==> src/rtl/mem_arbiter_if.sv <==
// Bundle of CPU-side request/response ports and unified-memory command ports
// shared by the arbiter (slave view) and the CPU/memory side (master view).
interface mem_arbiter_if;
    logic        inst_req;
    logic [31:0] inst_adr;
    logic [31:0] inst;
    logic        inst_ready;
    logic        mem_read;
    logic        mem_write;
    logic [31:0] data_adr;
    logic [31:0] data_out;
    logic [31:0] data_in;
    logic        data_ready;
    logic [31:0] m_adr;
    logic [31:0] m_wdata;
    logic        m_rd;
    logic        m_wr;
    logic [31:0] m_rdata;

    modport slave (
        input  inst_req, inst_adr, mem_read, mem_write, data_adr, data_out, m_rdata,
        output inst, inst_ready, data_in, data_ready, m_adr, m_wdata, m_rd, m_wr
    );

    modport master (
        output inst_req, inst_adr, mem_read, mem_write, data_adr, data_out, m_rdata,
        input  inst, inst_ready, data_in, data_ready, m_adr, m_wdata, m_rd, m_wr
    );
endinterface

==> src/rtl/mem_arbiter.sv <==
// Arbitrates instruction-fetch and data ports onto one fixed-latency memory,
// data-first with alternation under contention.
//
// state | meaning
// IDLE  | sample requests, grant and load command registers
// ACC_D | data access in progress, command held LATENCY cycles
// ACC_I | fetch access in progress, always a read
// DONE  | one-cycle ready pulse, requests ignored, strobes low
module mem_arbiter #(
    parameter int unsigned LATENCY = 2
) (
    input  logic          i_clk,
    input  logic          i_rst,
    mem_arbiter_if.slave  bus
);
    typedef enum logic [1:0] {IDLE, ACC_D, ACC_I, DONE} state_t;

    localparam logic [3:0] CNT_LOAD = 4'(LATENCY - 1);
    localparam logic       GRANT_I  = 1'b0;
    localparam logic       GRANT_D  = 1'b1;

    state_t      r_state;
    logic        r_last;
    logic [3:0]  r_cnt;
    logic [31:0] r_inst;
    logic [31:0] r_data_in;
    logic        r_inst_ready;
    logic        r_data_ready;
    logic [31:0] r_m_adr;
    logic [31:0] r_m_wdata;
    logic        r_m_rd;
    logic        r_m_wr;

    logic w_data_req;
    logic w_any_req;
    logic w_pick_d;

    assign w_data_req = bus.mem_read | bus.mem_write;
    assign w_any_req  = w_data_req | bus.inst_req;
    // Data wins unless both are waiting and data had the previous grant.
    assign w_pick_d   = w_data_req & (~bus.inst_req | (r_last == GRANT_I));

    always_ff @(posedge i_clk) begin
        if (i_rst) begin
            r_state      <= IDLE;
            r_last       <= GRANT_I;
            r_cnt        <= 4'd0;
            r_inst       <= 32'd0;
            r_data_in    <= 32'd0;
            r_inst_ready <= 1'b0;
            r_data_ready <= 1'b0;
            r_m_adr      <= 32'd0;
            r_m_wdata    <= 32'd0;
            r_m_rd       <= 1'b0;
            r_m_wr       <= 1'b0;
        end else begin
            case (r_state)
                IDLE: begin
                    if (w_any_req) begin
                        r_cnt  <= CNT_LOAD;
                        r_last <= w_pick_d ? GRANT_D : GRANT_I;
                        if (w_pick_d) begin
                            r_m_adr   <= bus.data_adr;
                            r_m_wdata <= bus.data_out;
                            r_m_wr    <= bus.mem_write;
                            r_m_rd    <= ~bus.mem_write;
                            r_state   <= ACC_D;
                        end else begin
                            r_m_adr   <= bus.inst_adr;
                            r_m_wr    <= 1'b0;
                            r_m_rd    <= 1'b1;
                            r_state   <= ACC_I;
                        end
                    end
                end
                ACC_D, ACC_I: begin
                    if (r_cnt == 4'd0) begin
                        r_m_rd  <= 1'b0;
                        r_m_wr  <= 1'b0;
                        r_state <= DONE;
                        if (r_state == ACC_I) begin
                            r_inst       <= bus.m_rdata;
                            r_inst_ready <= 1'b1;
                        end else begin
                            // A write completes without disturbing the last read word.
                            if (!r_m_wr) begin
                                r_data_in <= bus.m_rdata;
                            end
                            r_data_ready <= 1'b1;
                        end
                    end else begin
                        r_cnt <= r_cnt - 4'd1;
                    end
                end
                DONE: begin
                    r_inst_ready <= 1'b0;
                    r_data_ready <= 1'b0;
                    r_state      <= IDLE;
                end
                default: begin
                    r_state <= IDLE;
                end
            endcase
        end
    end

    assign bus.inst       = r_inst;
    assign bus.data_in    = r_data_in;
    assign bus.inst_ready = r_inst_ready;
    assign bus.data_ready = r_data_ready;
    assign bus.m_adr      = r_m_adr;
    assign bus.m_wdata    = r_m_wdata;
    assign bus.m_rd       = r_m_rd;
    assign bus.m_wr       = r_m_wr;
endmodule

==> src/flat_wrapper.sv <==
// flat-port wrapper written by rule: the top's interface ports become plain ports
module mem_arbiter_flat 
#(
    parameter int unsigned LATENCY = 2
)
  (i_clk, i_rst, bus_inst_req, bus_inst_adr, bus_mem_read, bus_mem_write, bus_data_adr, bus_data_out, bus_m_rdata, bus_inst, bus_inst_ready, bus_data_in, bus_data_ready, bus_m_adr, bus_m_wdata, bus_m_rd, bus_m_wr);
  mem_arbiter_if bus_i ();
  input  logic i_clk;
  input  logic i_rst;
  input wire logic [$bits(bus_i.inst_req)-1:0] bus_inst_req;
  input wire logic [$bits(bus_i.inst_adr)-1:0] bus_inst_adr;
  input wire logic [$bits(bus_i.mem_read)-1:0] bus_mem_read;
  input wire logic [$bits(bus_i.mem_write)-1:0] bus_mem_write;
  input wire logic [$bits(bus_i.data_adr)-1:0] bus_data_adr;
  input wire logic [$bits(bus_i.data_out)-1:0] bus_data_out;
  input wire logic [$bits(bus_i.m_rdata)-1:0] bus_m_rdata;
  output wire logic [$bits(bus_i.inst)-1:0] bus_inst;
  output wire logic [$bits(bus_i.inst_ready)-1:0] bus_inst_ready;
  output wire logic [$bits(bus_i.data_in)-1:0] bus_data_in;
  output wire logic [$bits(bus_i.data_ready)-1:0] bus_data_ready;
  output wire logic [$bits(bus_i.m_adr)-1:0] bus_m_adr;
  output wire logic [$bits(bus_i.m_wdata)-1:0] bus_m_wdata;
  output wire logic [$bits(bus_i.m_rd)-1:0] bus_m_rd;
  output wire logic [$bits(bus_i.m_wr)-1:0] bus_m_wr;
  assign bus_i.inst_req = bus_inst_req;
  assign bus_i.inst_adr = bus_inst_adr;
  assign bus_i.mem_read = bus_mem_read;
  assign bus_i.mem_write = bus_mem_write;
  assign bus_i.data_adr = bus_data_adr;
  assign bus_i.data_out = bus_data_out;
  assign bus_i.m_rdata = bus_m_rdata;
  assign bus_inst = bus_i.inst;
  assign bus_inst_ready = bus_i.inst_ready;
  assign bus_data_in = bus_i.data_in;
  assign bus_data_ready = bus_i.data_ready;
  assign bus_m_adr = bus_i.m_adr;
  assign bus_m_wdata = bus_i.m_wdata;
  assign bus_m_rd = bus_i.m_rd;
  assign bus_m_wr = bus_i.m_wr;
  mem_arbiter #(.LATENCY(LATENCY)) u_core (.i_clk(i_clk), .i_rst(i_rst), .bus(bus_i));
endmodule
==> config.mk <==
export PLATFORM = sky130hd
export DESIGN_NAME = mem_arbiter_flat
export DESIGN_NICKNAME = d
export VERILOG_FILES = /design/src/rtl/mem_arbiter_if.sv /design/src/rtl/mem_arbiter.sv /design/src/flat_wrapper.sv
export SDC_FILE = /design/constraint.sdc
export NUM_CORES = 1
export LEC_CHECK = 0
export ABC_CLOCK_PERIOD_IN_PS = 3110
export CAP_MARGIN = 20
export CORE_MARGIN = 10
export CORE_UTILIZATION = 46
export CTS_BUF_LIST = sky130_fd_sc_hd__clkbuf_2 sky130_fd_sc_hd__clkbuf_4 sky130_fd_sc_hd__clkbuf_8
export CTS_CLUSTER_DIAMETER = 30
export DETAILED_ROUTE_END_ITERATION = 10
export GPL_ROUTABILITY_DRIVEN = 0
export PLACE_DENSITY = 0.89
export SLEW_MARGIN = 20
export SYNTH_ARGS = -nofsm -noshare
export SYNTH_HDL_FRONTEND = slang
export SYNTH_SLANG_ARGS = --single-unit
==> constraint.sdc <==
create_clock -name i_clk -period 3.11 [get_ports i_clk]
set_input_delay 0.311 -clock i_clk [delete_from_list [all_inputs] [get_ports i_clk]]
set_output_delay 0.311 -clock i_clk [all_outputs]
set_load 0.03 [all_outputs]
======== Word-level counts from Yosys, hierarchy flattened ========
Index checks and enable logic that the tools add are counted.
word-level totals
  output and inout port bits .............. 132
  register bits after elaboration ......... 139
operators by class
  reduce and logical (&&, ||, !) cells .... 14
  add/subtract/negate cells ............... 1
  mux-type cells .......................... 22
  bitwise logic cells ..................... 9
  eq/ne operators ......................... 8
operator list
  operator                                                                 count
  32-bit 2-to-1 mux                                                        1
  3-bit AND reduction                                                      6
  1-bit 2-to-1 mux                                                         10
  4-bit 2-to-1 mux                                                         2
  1-bit one-hot mux with 2 select lines                                    4
  4-bit one-hot mux with 2 select lines                                    1
  2-bit 2-to-1 mux                                                         3
  2-bit by 1-bit inequality test with 1-bit output, second input constant  3
  2-bit one-hot mux with 3 select lines                                    1
  1-bit inverter                                                           5
  2-bit equality test, second input constant                               2
  4-bit logical NOT                                                        1
  2-bit inequality test, second input constant                             2
  2-bit AND reduction                                                      2
  4-bit AND reduction                                                      1
  2-bit nonzero test                                                       2
  4-bit by 1-bit subtractor with 4-bit output, second input constant       1
  1-bit OR                                                                 3
  2-bit by 1-bit equality test with 1-bit output, second input constant    1
  2-bit logical NOT                                                        1
  2-bit OR reduction                                                       1
  1-bit bitwise AND                                                        1

======== Depth between registers and ports, before layout ========
  depth in word-level cells ............... 6
  mapped depth ............................ 7
  depth with buffers taken out ............ 5

======== Worst setup path after synthesis ========
Ideal clock, no wire load.
  path kind ............................... reg-to-reg
  start point ............................. register u_core.r_state[0]
  end point ............................... register u_core.r_cnt[0]
  period minus slack after synthesis ...... 1.672 ns
  stages on the path, launching flop included .. 6
  arrival ................................. 1.555 ns
  setup slack ............................. 1.438 ns
  buffers on the path ..................... 1
  path through ............................ dfxtp_1 inv_1 ha_1 buf_2 or4b_4 a22o_1
on the way
  word-level cells in the longest chain between the ends .. 4
  elaborated cells on any way between the ends .. 9
  classes of those cells .................. eq/ne (4); mux (1); reduce/logical (4)
ends and longest elaborated chain
  item                                                                                   RTL line           text
  start, declared                                                                        mem_arbiter.sv:22  state_t r_state;
  start signal, assigned                                                                 mem_arbiter.sv:45  r_state <= IDLE;
  start signal, assigned                                                                 mem_arbiter.sv:67  r_state <= ACC_D;
  start signal, assigned                                                                 mem_arbiter.sv:72  r_state <= ACC_I;
  2-bit by 1-bit equality test with 1-bit output or 2-bit equality test (tied branches)  mem_arbiter.sv:57  case (r_state)
  2-bit OR reduction                                                                     mem_arbiter.sv:57
  2-bit inequality test (no source line) or 2-bit nonzero test (tied branches)           -
  3-bit AND reduction (no source line)                                                   -
  end signal, assigned                                                                   mem_arbiter.sv:92  r_cnt <= r_cnt - 4'd1;
  end, declared                                                                          mem_arbiter.sv:24  logic [3:0] r_cnt;
Several ways; a longest one is shown, not always the timed one.
A chain may end at the register's enable or synchronous reset.

======== Worst setup path after layout ========
  start point ............................. register u_core.r_state[0]
  end point ............................... register u_core.r_m_adr[23] (netlist: u_core.bus.m_adr[23])
on the way
  word-level cells in the longest chain between the ends .. 2
ends and longest elaborated chain
  item                                  RTL line           text
  2-bit logical NOT                     mem_arbiter.sv:57
  2-bit AND reduction (no source line)  -
  end signal, assigned                  mem_arbiter.sv:63  r_m_adr <= bus.data_adr;
  end signal, assigned                  mem_arbiter.sv:69  r_m_adr <= bus.inst_adr;
  end, declared                         mem_arbiter.sv:29  logic [31:0] r_m_adr;
Every way passes these cells.

==> summary.md <==
| Metric | Value |
|---|---|
| Root Buffer | clkbuf_8 |
| Post-Route WL | just under 20000 um |
| Clk_lat worst skew | 0.45 ns |
| H-tree Lvls | 4 |
| Die height | 130.4 um |
| Syn_area_per_cell | approximately 8.2 sq um |
| Max Slew Vio Count | 0 |
| Area growth syn-to-layout | 54.42% |
| Residual DRC | 0 |
| First-pass GRT wire length | ~30000 um |
| DRT iter0 DRCs | ~490 |
| Seq/Total Area, Yosys | between 40% and 50% |
| Tcrit/Tclk final | approximately 76% |
| Post-CTS setup buffer count | 0 |
| CTS Buf Count | 17 |
| Total track usage | 22.05% |
| Number of synthesis warnings | 0 |
| Mapped cell area | approximately 5600 sq um |
| P_leak | roughly 3.1 nW |
| Fin nets | 1052 |
| Total gr overflow | 0 |
| Vias in the first global route | approximately 5.7k |
| Post-DP HPWL | 14080 um |
| Critical path class | flip-flop to flip-flop |
| CP Data Required Time | around 3.5 ns |
| PortBufs | approximately 260 |
| DR pass1 iterations | 5 |
| WL per Instance | about 18 um |
| Post-synth cell types | 38 |
| Longest Clk Path Bufs | 2 |
| Boundary pin count | roughly 270 |
| Max Cap Viol | 0 |
| Layout cells sized above 1 | ~6.3% |
| Worst slew pin tran | between 1 and 1.5 ns |
| Fmax | approximately 420 MHz |
| Reg2reg setup slack | between 0.7 and 0.8 ns |
| CP max FO | 65 |
| Syn Nets | between 800 and 900 |
| Clock sinks | 139 |
| # diodes | 0 |
| Reg clk slew, reported paths | ~0.07 ns |
| VDD IR-drop max | approximately 0.88 mV |
| Max transition margin | between 20% and 30% |
| CP Capture Type | flip-flop |
| Pin count of the biggest net entering global routing | 66 |
| Hold Vio Cnt, Final | 0 |
| Die X | 130.4 um |
| RSZ-0062 raised after global routing | no |
| CTS resizes | 0 |
| Die ar. | about 17000 sq um |
| Post-synthesis register bit count | 139 |
| Rows | 40 |
| CP Cell Sequence | inv_1 -> ha_1 -> o31a_2 -> buf_4 -> nor2_1 -> a311oi_1 |
| Initial antenna violation count | 0 |
| CTS tree | done |
| Gate Count Post-Synth | 685 |
| Final setup violation count | 0 |
| Crit path launch type | flip-flop |
| Max incr delay on CP | approximately 0.63 ns |
| Status | completed |
| Hold Buf Count CTS | 0 |
| Critical-path top delay cell | ha_1 |
| Min-Delay Path Class | input port to flip-flop |
| Setup_tns | 0 ns |
| Drt via density | 5.453 |
| Critical Path AT | about 2.7 ns |
| Starting Density | 46.84% |
| Power density over cell area | 976.6 nW/um^2 |
| Skew final | about 0.014 ns |
| Core Region | roughly 12000 sq um |
| Worst hold margin | roughly 0.33 ns |
| Min Tclk post-route | 2.366 ns |
| Vias | a little under 6k |
| Routed Antenna Nets | 0 |
state kept, by name, summed over array words and instances, names as in the netlist:
register / cells
u_core.bus.m_rd: 1
u_core.bus.m_adr: 32
u_core.bus.data_in: 32
u_core.bus.inst_ready: 1
u_core.bus.m_wdata: 32
u_core.r_state: 2
u_core.bus.inst: 32
u_core.bus.m_wr: 1
u_core.bus.data_ready: 1
u_core.r_last: 1
u_core.r_cnt: 4
cell type report:
type	count	area [sq um]
clock inverters	12	147.6
fillers	963	3309
repair buffers	276	2730
flip-flops and latches	139	2783
clock buffers	20	262.8
well taps	147	183.9
inverters	8	30.03
multi-input cells	472	2515
path summary, 6_finish.rpt:
| path | startpoint | end | cells past startpoint |
|---|---|---|---|
| hold / removal | i_rst | u_core.bus.m_wdata[31] | 2 |
| setup reg to reg | u_core.r_state[0] | u_core.bus.m_adr[23] | 6 |
| hold reg to reg | u_core.bus.inst[30] | u_core.bus.inst[30] | 2 |
| setup / recovery | u_core.r_state[0] | u_core.bus.m_adr[23] | 6 |
placed cells by master, fill, tap and decap left out, types with 2 or more instances in the layout:
| cell type | n |
|---|---|
| o21ai_0 | 59 |
| clkinv_4 | 2 |
| a311oi_1 | 32 |
| nand2_1 | 131 |
| o32ai_1 | 4 |
| clkinvlp_4 | 2 |
| nor2_1 | 35 |
| nand2b_1 | 4 |
| bufinv_16 | 3 |
| ha_1 | 5 |
| dfxtp_1 | 139 |
| a211oi_1 | 5 |
| clkbuf_4 | 2 |
| o21ai_1 | 5 |
| mux2i_1 | 2 |
| clkdlybuf4s50_1 | 263 |
| nand4bb_1 | 2 |
| clkbuf_8 | 18 |
| buf_4 | 13 |
| a21oi_1 | 99 |
| a221oi_2 | 2 |
| or3_1 | 3 |
| nand3_1 | 64 |
| inv_1 | 8 |
| or2_2 | 3 |
| clkinv_2 | 5 |
through the flow:
step                instance area (sq um)  total power, mW  instances  utilization (%)  worst slack (ns)
floorplan                            5603            5.284        685                -             1.438
global placement                     8242            6.889       1042            68.90            0.6205
detailed placement                   8242            6.965       1042            68.90            0.5954
CTS                                  8652            8.487       1074            72.33            0.7494
global route                         8652            8.933       1074            72.33            0.5125
finish                               8652            8.450       1074            72.33            0.7440
critical path, delay by kind of cell (launching register included):
kind,cells,cell delay [ns]
and+or+nand+nor,1,0.10
buffers and inverters,2,0.64
adders and majority gates,1,0.63
AOI/OAI and AO/OA,2,0.54
DFF,1,0.33
cells by family after synthesis:
family,count (synthesis),synth area share [%]
DFF,139,49.67
and+or+nand+nor,252,20.23
muxes,2,0.3573
buffers and inverters,74,6.097
adders and majority gates,5,1.117
AOI/OAI and AO/OA,213,22.53
synth_stat cells:
library cell	count	area share [%]
a211oi_1	5	0.67
a21boi_0	1	0.13
a21o_1	1	0.13
a21oi_1	99	8.8
a221oi_2	2	0.54
a22o_1	1	0.16
a2bb2oi_2	1	0.27
a311oi_1	32	5.0
and2b_1	1	0.13
and3b_1	1	0.16
and4bb_2	1	0.22
buf_2	24	2.1
buf_4	9	1.2
clkbuf_1	33	2.2
dfxtp_1	139	50
ha_1	5	1.1
inv_1	8	0.54
mux2i_1	2	0.36
nand2_1	131	8.8
nand2b_1	4	0.45
nand3_1	64	5.7
nand3b_1	1	0.13
nand4bb_1	2	0.40
nor2_1	35	2.3
nor3_1	1	0.089
nor3b_1	1	0.13
nor4b_4	1	0.42
o21ai_0	59	5.3
o21ai_1	5	0.45
o2bb2ai_1	1	0.16
o31a_1	1	0.16
o31ai_1	1	0.13
o32ai_1	4	0.63
or2_2	3	0.34
or3_1	3	0.34
or3b_4	1	0.20
or4_1	1	0.13
or4b_4	1	0.25
routing by layer:
metal / global-route usage [%] / wire, um / vias up
met4: 7.652 / 400 / 0
met1: 24.96 / 7663 / 2730
met2: 36.01 / 9427 / 245
li1: - / - / 2852
met5: 0 / 0 / -
met3: 10.10 / 2232 / 29
power breakdown:
part / switching, mW / total, mW / internal, mW
combinational: 2.70 / 4.32 / 1.62
clock: 0.690 / 1.52 / 0.826
sequential: 0.283 / 2.61 / 2.33
Note: power is estimated with default switching activity, not from simulation.
